--- src/rtl/st_pkg.sv ---
// Shared stage-3/stage-4 definitions: funct codes, writer states, HI register.
package st_pkg;

    localparam logic [3:0] FN_ADD  = 4'b0000;
    localparam logic [3:0] FN_SUB  = 4'b0001;
    localparam logic [3:0] FN_AND  = 4'b0010;
    localparam logic [3:0] FN_MULT = 4'b0100;
    localparam logic [3:0] FN_DIV  = 4'b0101;
    localparam logic [3:0] FN_OR   = 4'b0111;
    localparam logic [3:0] FN_SWAP = 4'b1000;
    localparam logic [3:0] FN_XOR  = 4'b1001;
    localparam logic [3:0] FN_CMP  = 4'b1010;
    localparam logic [3:0] FN_TST  = 4'b1011;
    localparam logic [3:0] FN_BR   = 4'b1100;
    localparam logic [3:0] FN_NOP  = 4'b1101;

    localparam logic [3:0] HI_REG_DEFAULT = 4'd15;

    typedef enum logic [1:0] {
        ST_IDLE = 2'd0,
        ST_WR1  = 2'd1,
        ST_WR2  = 2'd2,
        ST_HALT = 2'd3
    } st_state_t;

    typedef enum logic [1:0] {
        WC_NONE   = 2'd0,
        WC_SINGLE = 2'd1,
        WC_DUAL   = 2'd2
    } wr_class_t;

    function automatic wr_class_t funct_class(input logic [3:0] f);
        wr_class_t c;
        case (f)
            FN_MULT, FN_DIV, FN_SWAP:                 c = WC_DUAL;
            FN_ADD, FN_SUB, FN_AND, FN_OR, FN_XOR:    c = WC_SINGLE;
            default:                                  c = WC_NONE;
        endcase
        return c;
    endfunction

endpackage

--- src/rtl/st4_result_writer.sv ---
// Stage-4 result writer: sequences one or two register-file writes per op
// and halts on add/sub overflow until software clears it.
module st4_result_writer
    import st_pkg::*;
#(
    parameter int         DATA_W = 16,
    parameter logic [3:0] HI_REG = HI_REG_DEFAULT
) (
    input  logic              clk,
    input  logic              rst,
    input  logic              in_valid,
    output logic              in_ready,
    input  logic [3:0]        alu_funct,
    input  logic [DATA_W-1:0] alu_out1,
    input  logic [DATA_W-1:0] alu_out2,
    input  logic              alu_exception,
    input  logic [3:0]        dest_reg,
    input  logic [3:0]        src_reg,
    output logic              wr_en,
    output logic [3:0]        wr_addr,
    output logic [DATA_W-1:0] wr_data,
    output logic              exc_flag,
    output logic [3:0]        exc_funct,
    input  logic              exc_clear,
    output logic [7:0]        exc_count
);

    st_state_t         state;
    logic              dual_q;
    logic [3:0]        hi_addr;
    logic [DATA_W-1:0] hi_data;
    logic              accept;
    wr_class_t         cls;

    always_comb begin
        accept = in_valid && in_ready;
        cls    = funct_class(alu_funct);
    end

    always_ff @(posedge clk or posedge rst) begin
        if (rst) begin
            state     <= ST_IDLE;
            in_ready  <= 1'b1;
            dual_q    <= 1'b0;
            hi_addr   <= '0;
            hi_data   <= '0;
            wr_en     <= 1'b0;
            wr_addr   <= '0;
            wr_data   <= '0;
            exc_flag  <= 1'b0;
            exc_funct <= '0;
            exc_count <= '0;
        end else begin
            case (state)
                ST_HALT: begin
                    wr_en <= 1'b0;
                    if (exc_clear) begin
                        state    <= ST_IDLE;
                        exc_flag <= 1'b0;
                        in_ready <= 1'b1;
                    end
                end
                ST_WR2: begin
                    state    <= ST_IDLE;
                    wr_en    <= 1'b0;
                    in_ready <= 1'b1;
                end
                default: begin
                    // WR1 of a dual op owns the next cycle; nothing was accepted.
                    if (state == ST_WR1 && dual_q) begin
                        state   <= ST_WR2;
                        dual_q  <= 1'b0;
                        wr_en   <= 1'b1;
                        wr_addr <= hi_addr;
                        wr_data <= hi_data;
                    end else if (accept && alu_exception) begin
                        state     <= ST_HALT;
                        wr_en     <= 1'b0;
                        in_ready  <= 1'b0;
                        exc_flag  <= 1'b1;
                        exc_funct <= alu_funct;
                        if (exc_count != 8'hFF)
                            exc_count <= exc_count + 8'd1;
                    end else if (accept && cls != WC_NONE) begin
                        state   <= ST_WR1;
                        wr_en   <= 1'b1;
                        wr_addr <= dest_reg;
                        wr_data <= alu_out1;
                        if (cls == WC_DUAL) begin
                            dual_q   <= 1'b1;
                            in_ready <= 1'b0;
                            hi_addr  <= (alu_funct == FN_SWAP) ? src_reg : HI_REG;
                            hi_data  <= alu_out2;
                        end else begin
                            in_ready <= 1'b1;
                        end
                    end else begin
                        state    <= ST_IDLE;
                        wr_en    <= 1'b0;
                        in_ready <= 1'b1;
                    end
                end
            endcase
        end
    end

endmodule

--- config.mk ---
export PLATFORM = sky130hd
export DESIGN_NAME = st4_result_writer
export DESIGN_NICKNAME = d
export VERILOG_FILES = /design/src/rtl/st_pkg.sv /design/src/rtl/st4_result_writer.sv
export SDC_FILE = /design/constraint.sdc
export NUM_CORES = 1
export LEC_CHECK = 0
export ABC_AREA = 1
export CAP_MARGIN = 20
export CORE_UTILIZATION = 50
export DETAILED_ROUTE_END_ITERATION = 16
export HOLD_SLACK_MARGIN = 0.06
export PLACE_DENSITY = 0.82
export SYNTH_ARGS = -nofsm -noshare
export SYNTH_HDL_FRONTEND = slang
export SYNTH_SLANG_ARGS = --single-unit
--- constraint.sdc ---
create_clock -name clk -period 5.3 [get_ports clk]
set_input_delay 1.06 -clock clk [delete_from_list [all_inputs] [get_ports clk]]
set_output_delay 1.06 -clock clk [all_outputs]
set_load 0.01 [all_outputs]
Yosys cells after proc, flatten, opt, wreduce, memory -nomap -nowiden
Memories as Yosys holds them, arrays and structs flattened.
Index checks and enable logic that the tools add are counted.
Operators by class
  $add $sub $neg: 1
  eq/ne operators: 10
  muxes and demuxes: 30
  bitwise gates (word level): 4
  reduce and logical (&&, ||, !) cells: 16
Operators by type and width (number)
  two-way mux 16 bit: 3
  two-way mux 1 bit: 17
  two-way mux 4 bit: 4
  AND reduction 4 bit: 3
  adder 8 x 1 -> 8 bit, second input constant: 1
  != test 8 bit, second input constant: 1
  nonzero test 2 bit: 4
  equality test 2 bit, second input constant: 3
  two-way mux 2 bit: 3
  AND reduction 3 bit: 2
  AND reduction 5 bit: 1
  equality test 4 bit, second input constant: 1
  logical AND 1 bit: 4
  != test 2 bit, second input constant: 2
  inverter 1 bit: 4
  case mux 1 bit (2 select lines): 2
  case mux 2 bit (2 select lines): 1
  != test 3 x 1 -> 1 bit, second input constant: 1
  equality test 2 x 1 -> 1 bit, second input constant: 1
  != test 2 x 1 -> 1 bit, second input constant: 1
  AND reduction 2 bit: 1
  OR reduction 2 bit: 1
Word-level totals
  bits in registers: 58
  ROM bits: 32
  output and inout bits: 35
  memories: 1
Memory list
  (no name shown): words 16, bits a word 2, rd ports 1, clocked after Yosys merged registers in 0, write ports 0, line st_pkg.sv:34  | case (f)

Longest topological paths before layout
Gate-level depths: netlist of run 1.
An unclocked memory read counts as a cell.
  depth after elaboration: 7
  gate-level depth with buffers: 9
  gate-level depth less buffers: 8

Worst setup path before layout of run 1
Ideal clock, no wire load.
  path type: input to register
  from: input port alu_funct[0]
  to: register hi_addr[0]
  data arrival time: 1.768 ns
  setup slack: 3.409 ns
  stages: 7
  buffers on the path: 1
  path through: nor2_1 -> nand3_1 -> nand2_1 -> nand3_2 -> clkbuf_1 -> o21ai_0 -> nand2_1
Between the ends
  cells in the longest elaborated chain, start to end: 4
RTL lines
  from (decl): line st4_result_writer.sv:13  | input logic [3:0] alu_funct,
  memory read (16 x 2 bit)
  nonzero test 2 bit: line st4_result_writer.sv:84  | end else if (accept && cls != WC_NONE) begin
  logical AND 1 bit: line st4_result_writer.sv:84
  AND reduction 5 bit (no source line)
  to (signal assigned): line st4_result_writer.sv:92  | hi_addr <= (alu_funct == FN_SWAP) ? src_reg : HI_REG;
  to (decl): line st4_result_writer.sv:30  | logic [3:0] hi_addr;
Several ways; a longest one is shown, not always the timed one.
A chain may end at the register's enable or synchronous reset.

Final worst setup path of run 1
  from: input port alu_funct[1]
  to: register hi_addr[1]
The elaborated chain is that of the path after synthesis.

==> flow_metrics.tcl, run 1 <==
set metrics [dict create \
    status "completed" \
    cts_tree "built" \
    finalCritPeriodShare_pct 57.1 \
    ys_seq_area_share_pct 52.9 \
    ys_ff_latch 58 \
    peakVddDrop_uv 333 \
    die_h_um 76.1 \
    path_clk_slew_ns 0.06 \
    gp_congestion 0.841 \
    ant_nets 0 \
    p_per_area_nw_per_um2 480 \
    clock_path_buffers 2 \
    netlist.area_leader.share_pct 52.0 \
    gr-total-overflow 0 \
    finalSetupViolCount 0 \
    power.switching_w 0.000646 \
    antenna_found_initial 0 \
    clk_latency_ns 0.33 \
    slew_headroom_pct 48.4 \
    io_buffer_count 83 \
    grt_use_total_pct 24.3 \
    fin_ws_ns 2.27 \
    drc 0 \
    synthFlopType "dfrtp_1" \
    yosys_warnings 0 \
    via_per_inst 5.00 \
    cts_sinks 58 \
    pin_count 84 \
    yosysMostFrequentCell "nand2_1" \
    worstPathMaxFanout 23 \
    synth_area_leaders "dfrtp_1 52%, nand2_1 24%, nand3_1 5.7%" \
    row_count 26 \
    skew_ns 0.00850 \
    clock_tree.root_cell "clkbuf_8" \
    vias 2525 \
    power_frac_clock_pct 18.3 \
    syn_inst 350 \
    grt_start_max_net_pins 59 \
    yosysTopAreaCell "dfrtp_1" \
    netlist_area_um2 2740 \
    grt_pass1_wl_mm 10.9 \
    netlist_top_cells_count "173 x nand2_1, 57 x dfrtp_1, 31 x nand3_1" \
    nets 481 \
    synth_edf_count 0 \
    cts-buffers-inserted 9 \
    worst_pin_slew_ns 0.771 \
    drtIter0Drc 170 \
    syn_nets 400 \
    hold_class "register to register" \
    drv_slew 0 \
    arrival_ns 3.29 \
    synth_cell_type_count 23 \
    timing.final.crit_period_ns 3.03 \
    dpl_worst_slack_ns 1.80 \
    drive_above_1_share_pct 6.90 \
    fmax_mhz 330 \
    grt_pass1_vias 2345 \
    rsz0062_at_grt "no" \
    cts_htree_levels 3 \
    postCtsSetupRepairBufs 0 \
    leakage_nw 1.87 \
    avgSynthCellArea_um2 7.84 \
    die_area_um2 5790 \
    dp_hpwl_mm 4.57 \
    crit_path_start_kind "input port" \
    p_seq_share_pct 42.9 \
    wire_per_inst_um 12.9 \
    combPwrFrac_pct 38.9 \
    p_sw_share_pct 35.8 \
    totalWireLength_mm 6.54 \
    start_util_pct 52.7 \
    ctsHoldBuffers 0 \
    synthArstFlopShare_pct 100 \
    coreArea_um2 5200 \
    p_int_w 0.00116 \
    end_kind "register" \
    cts_resized 0 \
    first_pass_iters 5 \
    fp.dieW_um 76.1 \
    critPathKind "input port to register" \
    n_antenna_cell 0 \
    area_growth_pct 36.9 \
    setup_tns_ns 0 \
    cp.required_ns 5.57 \
    hold_viol_final 0 \
    cap_violations 0 \
]
[metrics by stage]
stage	std cells	instance area (um^2)	util, %	total power (W)	hold WS, ns
finish	505	3760	72.2	0.00180	0.489
global route	505	3760	72.2	0.00194	0.516
CTS	504	3750	72.0	0.00181	0.493
detailed placement	489	3600	69.1	0.00148	0.479
global placement	489	3600	69.1	0.00145	0.472
floorplan	350	2740	-	0.00114	0.464
[critical path, stage by stage]
cell	delay (ns)
clkdlybuf4s50_1	0.46
nor2_1	0.11
nand3_1	0.13
nand2_1	0.10
nand3_2	0.30
nor2_1	0.72
buf_4	0.29
nand2_1	0.06
nand2_1	0.07
[area by class of cell]
| class | instances | area, um^2 |
|---|---|---|
| inverters | 13 | 51.3 |
| well taps | 70 | 87.6 |
| repair buffers | 87 | 861 |
| clock buffers | 11 | 131 |
| multi-input cells | 262 | 1150 |
| fillers | 441 | 1450 |
| clock inverters | 4 | 20.0 |
| flip-flops and latches | 58 | 1450 |
[routing by layer]
layer / vias to the layer above / share of wire, % / GRT usage [%]
met4: 0 / 1.9 / 11.3
met1: 1153 / 47 / 33.4
met5: - / 0 / 0
met3: 15 / 5.9 / 5.51
met2: 97 / 45 / 36.5
li1: 1260 / - / -
[logic make-up after synthesis]
logic type	Yosys count	synth area share [%]
simple gates	223	33.6
flops	58	52.9
fa+ha+maj	1	0.456
xor+xnor	7	2.23
buf+inv	30	5.06
compound gates	31	5.70
[path summary, 6_finish.rpt]
check                                         start                        to  slack [ns]  cells after the start
setup / recovery                       alu_funct[1]    hi_addr[1]$_DFFE_PP0P_        2.27                      9
hold / removal             exc_funct[0]$_DFFE_PP0P_  exc_funct[0]$_DFFE_PP0P_        0.49                      2
setup reg to reg               state[1]$_DFFE_PP0P_    hi_addr[1]$_DFFE_PP0P_        3.01                      7
hold reg to reg            exc_funct[0]$_DFFE_PP0P_  exc_funct[0]$_DFFE_PP0P_        0.49                      2
max in group asynchronous                       rst  exc_count[3]$_DFFE_PP0P_        3.56                      3
min in group asynchronous                       rst  exc_count[0]$_DFFE_PP0P_        1.25                      3
[state kept, by name (all words and copies together), names as in the netlist]
name / cells
wr_data: 16
in_ready: 1
wr_addr: 4
state: 2
hi_data: 16
exc_funct: 4
exc_count: 8
wr_en: 1
exc_flag: 1
hi_addr: 4
dual_q: 1
[placed cells by master (no fill, tap or decap), drive strengths merged]
cell           synthesis  final
a31oi                  1      1
and3                   1      1
buf                   13      4
clkbuf                 4     11
clkdlybuf4s50          0     83
clkinv                 0      4
dfrtp                 57     57
dfstp                  1      1
ha                     1      1
inv                   13     13
nand2                175    175
nand3                 33     33
nand3b                 1      1
nand4                  1      1
nor2                   8      8
o21ai                 30     30
or2                    4      4
xnor2                  6      6
xor2                   1      1
[power groups by stage]
stage / Clock [W] / Combinational (W) / Sequential [W]
after CTS: 0.000335 / 0.000705 / 0.000772
after global placement: 0 / 0.000680 / 0.000773
final: 0.000330 / 0.000701 / 0.000773
after detailed placement: 0 / 0.000703 / 0.000779
after global routing: 0.000357 / 0.000782 / 0.000798
after floorplan: 0 / 0.000332 / 0.000805
Note: power is estimated with default switching activity, not from simulation.
==> inputs of run 2 (changes only) <==
CORE_UTILIZATION = 42   (was 50)
PLACE_DENSITY = 0.73   (was 0.82)
clock period = 2.65 ns   (was 5.3 ns; I/O delays follow)
==> flow_metrics.tcl, run 2 (same netlist as run 1, synthesis figures left out) <==
set metrics [dict create \
    grt_pass1_wl_mm 10.8 \
    critPathKind "register to primary output" \
    status "completed" \
    rsz0062_at_grt "no" \
    coreArea_um2 6310 \
    peakVddDrop_uv 471 \
    grt_pass1_vias 2347 \
    final_cell_mix "173 x nand2_1, 83 x clkdlybuf4s50_1, 57 x dfrtp_1" \
    critical-path-max-stage-delay_ns 0.57 \
    crit_path_start_kind "register" \
    gr-total-overflow 0 \
    start_util_pct 43.5 \
    cp.required_ns 2.12 \
    p_per_area_nw_per_um2 960 \
    finalCritPeriodShare_pct 75.2 \
    first_pass_iters 5 \
    path_delay_family "flip-flops" \
    wire_per_inst_um 12.4 \
    fp.dieW_um 82.8 \
    leakage_nw 1.89 \
    die_h_um 82.8 \
    arrival_ns 1.46 \
    die_area_um2 6860 \
    skew_ns 0.00703 \
    n_antenna_cell 0 \
    pin_count 84 \
    whs_ns 0.493 \
    critPathBufInv 1 \
    vias 2568 \
    cpMaxStageDelayCell "dfstp_2" \
    grt_start_max_net_pins 38 \
    r2r_slack_ns 0.84 \
    antenna_found_initial 0 \
    gp_congestion 0.848 \
    nets 484 \
    end_kind "primary output" \
    finalSetupViolCount 0 \
    ctsHoldBuffers 0 \
    mostFrequentLayoutCell "nand2_1" \
    clock_tree.root_cell "clkbuf_8" \
    cap_violations 0 \
    setup_tns_ns 0 \
    grt_use_total_pct 20.0 \
    cts_htree_levels 3 \
    path_clk_slew_ns 0.06 \
    slew_headroom_pct 54.3 \
    io_buffer_count 83 \
    via_per_inst 4.98 \
    cts_resized 0 \
    cts-buffers-inserted 9 \
    worst_pin_slew_ns 0.685 \
    row_count 29 \
    drtIter0Drc 158 \
    clock_path_buffers 2 \
    hold_viol_final 0 \
    cp_cell_sequence "clkdlybuf4s50_1" \
    drc 0 \
    cts_sinks 58 \
    timing.final.crit_period_ns 1.99 \
    top_regs "hi_data: 16 flops, wr_data: 16 flops, exc_count: 8 flops" \
    drive_above_1_share_pct 7.52 \
    cts_tree "built" \
    area_growth_pct 38.9 \
    totalWireLength_mm 6.41 \
    dpl_cell_area_um2 3650 \
    dp_hpwl_mm 4.69 \
    hold_class "register to register" \
    final_core_util_pct 60.4 \
    fin_area_um2 3810 \
    drv_slew 0 \
    ant_nets 0 \
    clk_latency_ns 0.34 \
    fmax_mhz 502 \
    postCtsSetupRepairBufs 0 \
    worstPathMaxFanout 5 \
]
==> run 2: changes by cell type in the layout (fill, tap and decap cells not counted) <==
| cell | delta |
|---|---|
| clkbuf_8 | +1 |
| clkinv_2 | -1 |
| clkbuf_1 | +1 |
| buf_12 | +1 |
| buf_4 | +2 |
==> run 2: power breakdown <==
group | total, W | switching [W] | internal (W)
combinational | 0.00142 | 0.000694 | 0.000723
sequential | 0.00155 | 0.000264 | 0.00129
clock | 0.000692 | 0.000331 | 0.000361
total | 0.00366 | 0.00129 | 0.00237
==> run 2: routing by layer <==
layer,track usage [%],vias up,share of wire [%]
met1,27.9,1183,47
met5,0,-,0
met3,3.18,14,5.4
li1,-,1274,-
met2,29.6,97,44
met4,11.3,0,3.0
==> run 2: final cells by class <==
| cell class | instances | area [um^2] |
|---|---|---|
| clock buffers | 13 | 149 |
| clock inverters | 3 | 15.0 |
| fillers | 587 | 2500 |
| inverters | 13 | 51.3 |
| multi-input cells | 262 | 1150 |
| flip-flops and latches | 58 | 1450 |
| well taps | 77 | 96.3 |
| repair buffers | 90 | 896 |
==> run 2: metrics by stage <==
step | std cells | worst slack, ns | power (W)
finish | 516 | 0.658 | 0.00366
global route | 516 | 0.619 | 0.00393
floorplan | 350 | 0.694 | 0.00227
detailed placement | 500 | 0.433 | 0.00299
global placement | 500 | 0.471 | 0.00295
CTS | 516 | 0.640 | 0.00369
==> run 2: worst paths after layout <==
kind | from | endpoint | depth (start not counted)
min in group asynchronous | rst | wr_data[4]$_DFFE_PP0P_ | 2
max in group asynchronous | rst | in_ready$_DFFE_PP1P_ | 3
min reg2reg | exc_funct[2]$_DFFE_PP0P_ | exc_funct[2]$_DFFE_PP0P_ | 2
min | exc_funct[2]$_DFFE_PP0P_ | exc_funct[2]$_DFFE_PP0P_ | 2
max reg2reg | state[1]$_DFFE_PP0P_ | wr_data[0]$_DFFE_PP0P_ | 8
max | in_ready$_DFFE_PP1P_ | in_ready | 1
